**src/rtl/fetch_prefetch_q_if.sv**
```systemverilog
// Fetch-stage bus: the memory-side syn/ack request channel plus the
// decode-side queue head, redirect and flush controls, bundled so the
// fetch stage and its environment connect through one port.
interface fetch_prefetch_q_if #(
    parameter int IWIDTH       = 32,
    parameter int AWIDTH_INSTR = 32,
    parameter int PC_WIDTH     = 32,
    parameter int QDEPTH       = 4
);
    localparam int CNT_W = $clog2(QDEPTH) + 1;

    // Pipeline control from execute / decode
    logic                    fi_i_ce;
    logic                    fi_change_pc;
    logic [PC_WIDTH-1:0]     fi_alu_pc_value;
    logic                    fi_i_flush;
    logic                    fi_i_stall;

    // Instruction-memory request channel
    logic                    fi_o_syn;
    logic [AWIDTH_INSTR-1:0] fi_o_req_addr;
    logic                    fi_i_ack;
    logic [IWIDTH-1:0]       fi_i_instr;

    // Queue head presented to decode, plus status
    logic [IWIDTH-1:0]       fi_o_instr_fetch;
    logic [AWIDTH_INSTR-1:0] fi_o_addr_instr;
    logic                    fi_o_ce;
    logic [PC_WIDTH-1:0]     fi_pc;
    logic                    fi_o_flush;
    logic [CNT_W-1:0]        fi_o_count;

    // The fetch stage itself
    modport master (
        input  fi_i_ce, fi_change_pc, fi_alu_pc_value, fi_i_flush, fi_i_stall,
        input  fi_i_ack, fi_i_instr,
        output fi_o_syn, fi_o_req_addr,
        output fi_o_instr_fetch, fi_o_addr_instr, fi_o_ce, fi_pc, fi_o_flush, fi_o_count
    );

    // Memory plus decode, seen from outside the fetch stage
    modport slave (
        output fi_i_ce, fi_change_pc, fi_alu_pc_value, fi_i_flush, fi_i_stall,
        output fi_i_ack, fi_i_instr,
        input  fi_o_syn, fi_o_req_addr,
        input  fi_o_instr_fetch, fi_o_addr_instr, fi_o_ce, fi_pc, fi_o_flush, fi_o_count
    );
endinterface

```
**src/rtl/fetch_prefetch_q.sv**
```systemverilog
// Successor fetch stage: PC generator, syn/ack instruction-memory master and
// a QDEPTH-entry prefetch queue. A request is only issued when a queue slot
// is guaranteed free for its reply, so the queue can never overflow. Redirect
// and flush clear the queue; an in-flight request is then waited out in DROP
// and its data thrown away.
module fetch_prefetch_q #(
    parameter int                  IWIDTH       = 32,
    parameter int                  AWIDTH_INSTR = 32,
    parameter int                  PC_WIDTH     = 32,
    parameter int                  QDEPTH       = 4,
    parameter logic [PC_WIDTH-1:0] RESET_PC     = '0
) (
    input  logic               fi_clk,
    input  logic               fi_rst,
    fetch_prefetch_q_if.master fi_bus
);
    localparam int                  PTR_W   = $clog2(QDEPTH);
    localparam int                  CNT_W   = PTR_W + 1;
    localparam logic [PC_WIDTH-1:0] PC_STEP = PC_WIDTH'(IWIDTH / 8);
    localparam logic [CNT_W-1:0]    DEPTH   = CNT_W'(QDEPTH);

    typedef enum logic [1:0] {
        IDLE = 2'd0,
        REQ  = 2'd1,
        DROP = 2'd2
    } state_t;

    state_t                  r_state;
    logic                    r_syn;
    logic [AWIDTH_INSTR-1:0] r_reqAddr;
    logic [PC_WIDTH-1:0]     r_pc;
    logic                    r_flushDly;

    logic [IWIDTH-1:0]       r_instrMem [QDEPTH];
    logic [AWIDTH_INSTR-1:0] r_addrMem  [QDEPTH];
    logic [PTR_W-1:0]        r_rdPtr;
    logic [PTR_W-1:0]        r_wrPtr;
    logic [CNT_W-1:0]        r_count;

    logic                    w_redirect;
    logic                    w_clear;
    logic                    w_ack;
    logic                    w_notEmpty;
    logic                    w_push;
    logic                    w_pop;
    logic [CNT_W-1:0]        w_countNext;
    logic                    w_issueIdle;
    logic                    w_issueNext;
    logic [PC_WIDTH-1:0]     w_replayAddr;

    // Redirect outranks flush; either one empties the queue and kills the
    // reply of any outstanding request.
    assign w_redirect  = fi_bus.fi_change_pc;
    assign w_clear     = fi_bus.fi_change_pc || fi_bus.fi_i_flush;
    assign w_ack       = fi_bus.fi_i_ack;
    assign w_notEmpty  = (r_count != '0);
    assign w_push      = (r_state == REQ) && w_ack && !w_clear;
    assign w_pop       = w_notEmpty && !fi_bus.fi_i_stall;
    assign w_countNext = r_count + CNT_W'(w_push) - CNT_W'(w_pop);

    // IDLE only starts a request when a slot is free right now; in REQ the
    // next request chains on an ack only if a slot is still free after this
    // cycle's push and pop. Neither issues on a redirect/flush cycle, so the
    // first request after one always uses the updated PC.
    assign w_issueIdle = (r_state == IDLE) && fi_bus.fi_i_ce && !w_clear && (r_count < DEPTH);
    assign w_issueNext = w_push && fi_bus.fi_i_ce && (w_countNext < DEPTH);

    // Restart address: redirect target, else the oldest instruction not yet
    // handed to decode, else the request still in flight, else the plain PC.
    always_comb begin
        w_replayAddr = r_pc;
        if (w_redirect) begin
            w_replayAddr = fi_bus.fi_alu_pc_value;
        end else if (w_notEmpty) begin
            w_replayAddr = PC_WIDTH'(r_addrMem[r_rdPtr]);
        end else if (r_state == REQ) begin
            w_replayAddr = PC_WIDTH'(r_reqAddr);
        end
    end

    // Request FSM: owns syn, the held request address and the PC.
    always_ff @(posedge fi_clk or posedge fi_rst) begin
        if (fi_rst) begin
            r_state   <= IDLE;
            r_syn     <= 1'b0;
            r_reqAddr <= '0;
            r_pc      <= RESET_PC;
        end else begin
            if (w_clear) begin
                r_pc <= w_replayAddr;
            end
            case (r_state)
                IDLE: begin
                    if (w_issueIdle) begin
                        r_state   <= REQ;
                        r_syn     <= 1'b1;
                        r_reqAddr <= r_pc[AWIDTH_INSTR-1:0];
                        r_pc      <= r_pc + PC_STEP;
                    end
                end
                REQ: begin
                    if (w_clear) begin
                        if (w_ack) begin
                            r_state <= IDLE;
                            r_syn   <= 1'b0;
                        end else begin
                            r_state <= DROP;
                        end
                    end else if (w_ack) begin
                        if (w_issueNext) begin
                            r_reqAddr <= r_pc[AWIDTH_INSTR-1:0];
                            r_pc      <= r_pc + PC_STEP;
                        end else begin
                            r_state <= IDLE;
                            r_syn   <= 1'b0;
                        end
                    end
                end
                DROP: begin
                    if (w_ack) begin
                        r_state <= IDLE;
                        r_syn   <= 1'b0;
                    end
                end
                default: begin
                    r_state <= IDLE;
                    r_syn   <= 1'b0;
                end
            endcase
        end
    end

    // Queue bookkeeping: pointers wrap naturally because QDEPTH is a power
    // of two; a clear simply rewinds everything to empty.
    always_ff @(posedge fi_clk or posedge fi_rst) begin
        if (fi_rst) begin
            r_rdPtr <= '0;
            r_wrPtr <= '0;
            r_count <= '0;
        end else if (w_clear) begin
            r_rdPtr <= '0;
            r_wrPtr <= '0;
            r_count <= '0;
        end else begin
            if (w_push) begin
                r_wrPtr <= r_wrPtr + PTR_W'(1);
            end
            if (w_pop) begin
                r_rdPtr <= r_rdPtr + PTR_W'(1);
            end
            r_count <= w_countNext;
        end
    end

    // Queue storage holds no reset; empty slots are masked at the output.
    always_ff @(posedge fi_clk) begin
        if (w_push) begin
            r_instrMem[r_wrPtr] <= fi_bus.fi_i_instr;
            r_addrMem[r_wrPtr]  <= r_reqAddr;
        end
    end

    // One-cycle delayed copy of the flush request for downstream stages.
    always_ff @(posedge fi_clk or posedge fi_rst) begin
        if (fi_rst) begin
            r_flushDly <= 1'b0;
        end else begin
            r_flushDly <= fi_bus.fi_i_flush;
        end
    end

    assign fi_bus.fi_o_syn         = r_syn;
    assign fi_bus.fi_o_req_addr    = r_reqAddr;
    assign fi_bus.fi_o_ce          = w_notEmpty;
    assign fi_bus.fi_o_instr_fetch = w_notEmpty ? r_instrMem[r_rdPtr] : '0;
    assign fi_bus.fi_o_addr_instr  = w_notEmpty ? r_addrMem[r_rdPtr] : '0;
    assign fi_bus.fi_pc            = r_pc;
    assign fi_bus.fi_o_flush       = r_flushDly;
    assign fi_bus.fi_o_count       = r_count;
endmodule

```
**src/flat_wrapper.sv**
```systemverilog
// flat-port wrapper written by rule: the top's interface ports become plain ports
module fetch_prefetch_q_flat 
#(
    parameter int                  IWIDTH       = 32,
    parameter int                  AWIDTH_INSTR = 32,
    parameter int                  PC_WIDTH     = 32,
    parameter int                  QDEPTH       = 4,
    parameter logic [PC_WIDTH-1:0] RESET_PC     = '0
)
  (fi_clk, fi_rst, fi_bus_fi_i_ce, fi_bus_fi_change_pc, fi_bus_fi_alu_pc_value, fi_bus_fi_i_flush, fi_bus_fi_i_stall, fi_bus_fi_i_ack, fi_bus_fi_i_instr, fi_bus_fi_o_syn, fi_bus_fi_o_req_addr, fi_bus_fi_o_instr_fetch, fi_bus_fi_o_addr_instr, fi_bus_fi_o_ce, fi_bus_fi_pc, fi_bus_fi_o_flush, fi_bus_fi_o_count);
  fetch_prefetch_q_if #(.IWIDTH(IWIDTH), .AWIDTH_INSTR(AWIDTH_INSTR), .PC_WIDTH(PC_WIDTH), .QDEPTH(QDEPTH)) fi_bus_i ();
  input  logic fi_clk;
  input  logic fi_rst;
  input wire logic [$bits(fi_bus_i.fi_i_ce)-1:0] fi_bus_fi_i_ce;
  input wire logic [$bits(fi_bus_i.fi_change_pc)-1:0] fi_bus_fi_change_pc;
  input wire logic [$bits(fi_bus_i.fi_alu_pc_value)-1:0] fi_bus_fi_alu_pc_value;
  input wire logic [$bits(fi_bus_i.fi_i_flush)-1:0] fi_bus_fi_i_flush;
  input wire logic [$bits(fi_bus_i.fi_i_stall)-1:0] fi_bus_fi_i_stall;
  input wire logic [$bits(fi_bus_i.fi_i_ack)-1:0] fi_bus_fi_i_ack;
  input wire logic [$bits(fi_bus_i.fi_i_instr)-1:0] fi_bus_fi_i_instr;
  output wire logic [$bits(fi_bus_i.fi_o_syn)-1:0] fi_bus_fi_o_syn;
  output wire logic [$bits(fi_bus_i.fi_o_req_addr)-1:0] fi_bus_fi_o_req_addr;
  output wire logic [$bits(fi_bus_i.fi_o_instr_fetch)-1:0] fi_bus_fi_o_instr_fetch;
  output wire logic [$bits(fi_bus_i.fi_o_addr_instr)-1:0] fi_bus_fi_o_addr_instr;
  output wire logic [$bits(fi_bus_i.fi_o_ce)-1:0] fi_bus_fi_o_ce;
  output wire logic [$bits(fi_bus_i.fi_pc)-1:0] fi_bus_fi_pc;
  output wire logic [$bits(fi_bus_i.fi_o_flush)-1:0] fi_bus_fi_o_flush;
  output wire logic [$bits(fi_bus_i.fi_o_count)-1:0] fi_bus_fi_o_count;
  assign fi_bus_i.fi_i_ce = fi_bus_fi_i_ce;
  assign fi_bus_i.fi_change_pc = fi_bus_fi_change_pc;
  assign fi_bus_i.fi_alu_pc_value = fi_bus_fi_alu_pc_value;
  assign fi_bus_i.fi_i_flush = fi_bus_fi_i_flush;
  assign fi_bus_i.fi_i_stall = fi_bus_fi_i_stall;
  assign fi_bus_i.fi_i_ack = fi_bus_fi_i_ack;
  assign fi_bus_i.fi_i_instr = fi_bus_fi_i_instr;
  assign fi_bus_fi_o_syn = fi_bus_i.fi_o_syn;
  assign fi_bus_fi_o_req_addr = fi_bus_i.fi_o_req_addr;
  assign fi_bus_fi_o_instr_fetch = fi_bus_i.fi_o_instr_fetch;
  assign fi_bus_fi_o_addr_instr = fi_bus_i.fi_o_addr_instr;
  assign fi_bus_fi_o_ce = fi_bus_i.fi_o_ce;
  assign fi_bus_fi_pc = fi_bus_i.fi_pc;
  assign fi_bus_fi_o_flush = fi_bus_i.fi_o_flush;
  assign fi_bus_fi_o_count = fi_bus_i.fi_o_count;
  fetch_prefetch_q #(.IWIDTH(IWIDTH), .AWIDTH_INSTR(AWIDTH_INSTR), .PC_WIDTH(PC_WIDTH), .QDEPTH(QDEPTH), .RESET_PC(RESET_PC)) u_core (.fi_clk(fi_clk), .fi_rst(fi_rst), .fi_bus(fi_bus_i));
endmodule
```
**config.mk**
```make
export PLATFORM = sky130hd
export DESIGN_NAME = fetch_prefetch_q_flat
export DESIGN_NICKNAME = d
export VERILOG_FILES = /design/src/rtl/fetch_prefetch_q_if.sv /design/src/rtl/fetch_prefetch_q.sv /design/src/flat_wrapper.sv
export SDC_FILE = /design/constraint.sdc
export NUM_CORES = 1
export LEC_CHECK = 0
export ABC_AREA = 1
export BUFFER_PORTS_ARGS = -buffer_cell sky130_fd_sc_hd__clkbuf_2
export CAP_MARGIN = 40
export CORE_MARGIN = 1.5
export CORE_UTILIZATION = 45
export CTS_CLUSTER_DIAMETER = 200
export CTS_CLUSTER_SIZE = 25
export DETAILED_ROUTE_END_ITERATION = 8
export RECOVER_POWER = 100
export SLEW_MARGIN = 20
export SYNTH_ARGS = -nofsm -noshare
export SYNTH_HDL_FRONTEND = slang
export SYNTH_SLANG_ARGS = --single-unit
```
**constraint.sdc**
```tcl
create_clock -name fi_clk -period 7.4 [get_ports fi_clk]
set_input_delay 0.37 -clock fi_clk [delete_from_list [all_inputs] [get_ports fi_clk]]
set_output_delay 0.37 -clock fi_clk [all_outputs]
set_load 0.01 [all_outputs]
```
==> metrics.txt <==
Starting Density between 40 and 50%; CTS tree done; Worst EP arrival 6.00 ns; FFs w/ async S/R, synth 22.7%; syn_nets roughly 1900; drt first pass iters 5; routed len/inst 19.1 um; wire length on met3 3650 um; Slew Limit Fails 202; maximum clock frequency 0.170 GHz; Nets 2062; Die W 193 um; mapped cell area 0.0162 mm2; cts bufs inserted 17; Vias 13352; FP Rows 69; Sum Neg Setup Slack 0 ns; io pins 205; Final Hold Fails 0; top layer in use met4; part of the power in registers 58.1%; sequential-to-total area share from yosys stat 59.1%; Worst setup SP type flip-flop; core area around 0.035 mm2; WHS 0.0840 ns; post-route cell area 0.0180 mm2; ys flop type edfxtp_1; DIE HEIGHT 193 um; CTS sink cnt 331; metal2 WL 21500 um; first-pass GRT wire length roughly 72000 um; post-CTS setup buffer count 0; status complete, but fails checks; Yosys warnings 0; n_diodes 0; worst-path fanout max between 50 and 60; Clock Power Share between 20% and 30%; Post-Synthesis Cells 1826; Remaining Overflow, GRT 0; maximum VDD drop 138 uV; Final period util 79.3%; CTS Buffer Depth 3; initial DRC count between 1000 and 1500; Detailed Place HPWL just over 30000 um; switching pwr 1270 uW; initial antenna violation count 0; vias per cell 5.44; RD Place Congestion 0.892; PortBufs 204; Layout Area Growth over Synthesis 11.1%; switching share of power 30.9%; DRC Markers 0; Routed WL roughly 47000 um; clock latency on the worst-skew pair roughly 0.54 ns; Lkg Pwr 0.00722 uW; Crit Path Category flip-flop to flip-flop; Layout Utilization 50.7%; hold path cells 2; Tmin final 5.87 ns; power density cells 228 mW/mm2; worst min-delay path class primary input to flip-flop; area post-placement 0.0177 mm2; max cap viols 5; Critical Path End Type flip-flop; reg2reg path depth 7; largest net degree at the start of global routing 91; Final Skew roughly 0.039 ns; count of different cell masters after synthesis 33; final setup fails 0; Die Area roughly 0.037 mm2; Worst-path clk slew 0.13 ns; failing checks capacitance limit, slew limit; post-CTS sizing 0; Post-synth EDFFs between 200 and 300; post-synthesis register bit count about 330; number of global-route vias before repair 12598; Slew headroom -103%; combinational share of power 16.4%; r2r setup slk 1.53 ns; Tot GR Track Use roughly 25%; # H-tree levels 1; share of cells above drive strength 1 5.82%; Slew @ Worst Pin 3.04 ns; internal power 2830 uW; Routed Antenna Nets 0; DRT met1 WL 20700 um; WP data required 7.53 ns; most common cell after layout, fill and taps aside nand2_1; unrepaired setup endpoints after global routing false; root buf cell clkbuf_16; syn_area_per_cell slightly below 9 um2; most frequent cells in the layout 461 x nand2_1, 256 x edfxtp_1, 253 x nor2_1
## final timing paths
check / end / startpoint
max: u_core.r_addrMem[3][28] / u_core.r_state[1]
min: u_core.r_state[1] / fi_bus_fi_i_ack
max reg2reg: u_core.r_addrMem[3][28] / u_core.r_state[1]
min reg2reg: u_core.fi_bus.fi_o_syn / u_core.fi_bus.fi_o_syn
max in group asynchronous: u_core.r_rdPtr[0] / fi_rst
min in group asynchronous: u_core.fi_bus.fi_o_syn / fi_rst
## repair_timing
action / CTS / global route
endpoints found under the setup margin: 0 / 0
hold buffers: 2 / 0
hold endpoints to repair: 30 / 0
## critical path, stage by stage, from the launching register on
cell      delay, ns
dfrtp_1        0.39
buf_4          0.25
nor2_4         0.13
clkbuf_1       2.14
nand3_2        0.51
nor2_1         0.76
buf_12         0.28
clkbuf_2       0.93
## flip-flops by register name, summed over array words and instances (netlist names)
register / flops
u_core.fi_bus.fi_o_count: 3
u_core.fi_bus.fi_o_flush: 1
u_core.fi_bus.fi_o_req_addr: 32
u_core.fi_bus.fi_o_syn: 1
u_core.fi_bus.fi_pc: 32
u_core.r_addrMem: 128
u_core.r_instrMem: 128
u_core.r_rdPtr: 2
u_core.r_state: 2
u_core.r_wrPtr: 2
## cell type report
type	instances	area, um2
Fill cell	3435	17500
Sequential cell	331	9570
Multi-Input combinational cell	1230	5530
Timing Repair Buffer	233	1160
Inverter	170	642
Tap cell	461	577
Clock buffer	28	467
Clock inverter	2	28.8
## synth_stat cells, types with 4 or more instances
master      n  area share, %
o21ai_0    89            2.8
nand3_1   230            7.1
buf_1      13           0.30
buf_4       9           0.42
and3_1      5           0.19
dfrtp_1    75             12
xor2_1      7           0.38
nor2_1    253            5.9
a31oi_1     4           0.15
edfxtp_1  256             48
o211ai_1    7           0.32
nand4_1    55            2.1
nor2_2      5           0.19
o21ai_1    28           0.87
clkbuf_1   29           0.67
a21oi_1    51            1.6
nand2_1   463             11
buf_2      42            1.3
inv_1     162            3.8
ha_1        7           0.54
inv_2       8           0.19
or2_2      10           0.39
## power groups by stage
stage | logic [uW] | clock network [uW] | registers [uW]
6_report | 672 | 1050 | 2380
4_1_cts | 701 | 1070 | 2380
3_3_place_gp | 675 | 0 | 2410
2_1_floorplan | 392 | 0 | 2370
5_1_grt | 758 | 1140 | 2400
3_5_place_dp | 697 | 0 | 2420
## cells by family after synthesis
family / after synthesis / synth area share [%]
AO/OA/AOI/OAI: 183 / 5.87
flip-flops: 331 / 59.1
AND/OR/NAND/NOR: 1032 / 27.2
adder cells (fa/ha/maj): 8 / 0.665
XOR/XNOR: 7 / 0.379
buffers and inverters: 265 / 6.78
## stage by stage
stage	std cells	setup slack, ns	total power, uW
5_1_grt	2455	1.29	4290
2_1_floorplan	1826	3.53	2770
3_3_place_gp	2411	2.74	3090
3_5_place_dp	2420	2.89	3120
4_1_cts	2452	2.94	4150
6_report	2455	1.53	4100
## layer usage
layer | vias up | GRT usage (%)
met4 | 0 | 6.59
met5 | - | 0
met3 | 69 | 3.58
li1 | 6399 | -
met2 | 529 | 40.5
met1 | 6355 | 35.6
Note: power is estimated with default switching activity, not from simulation.
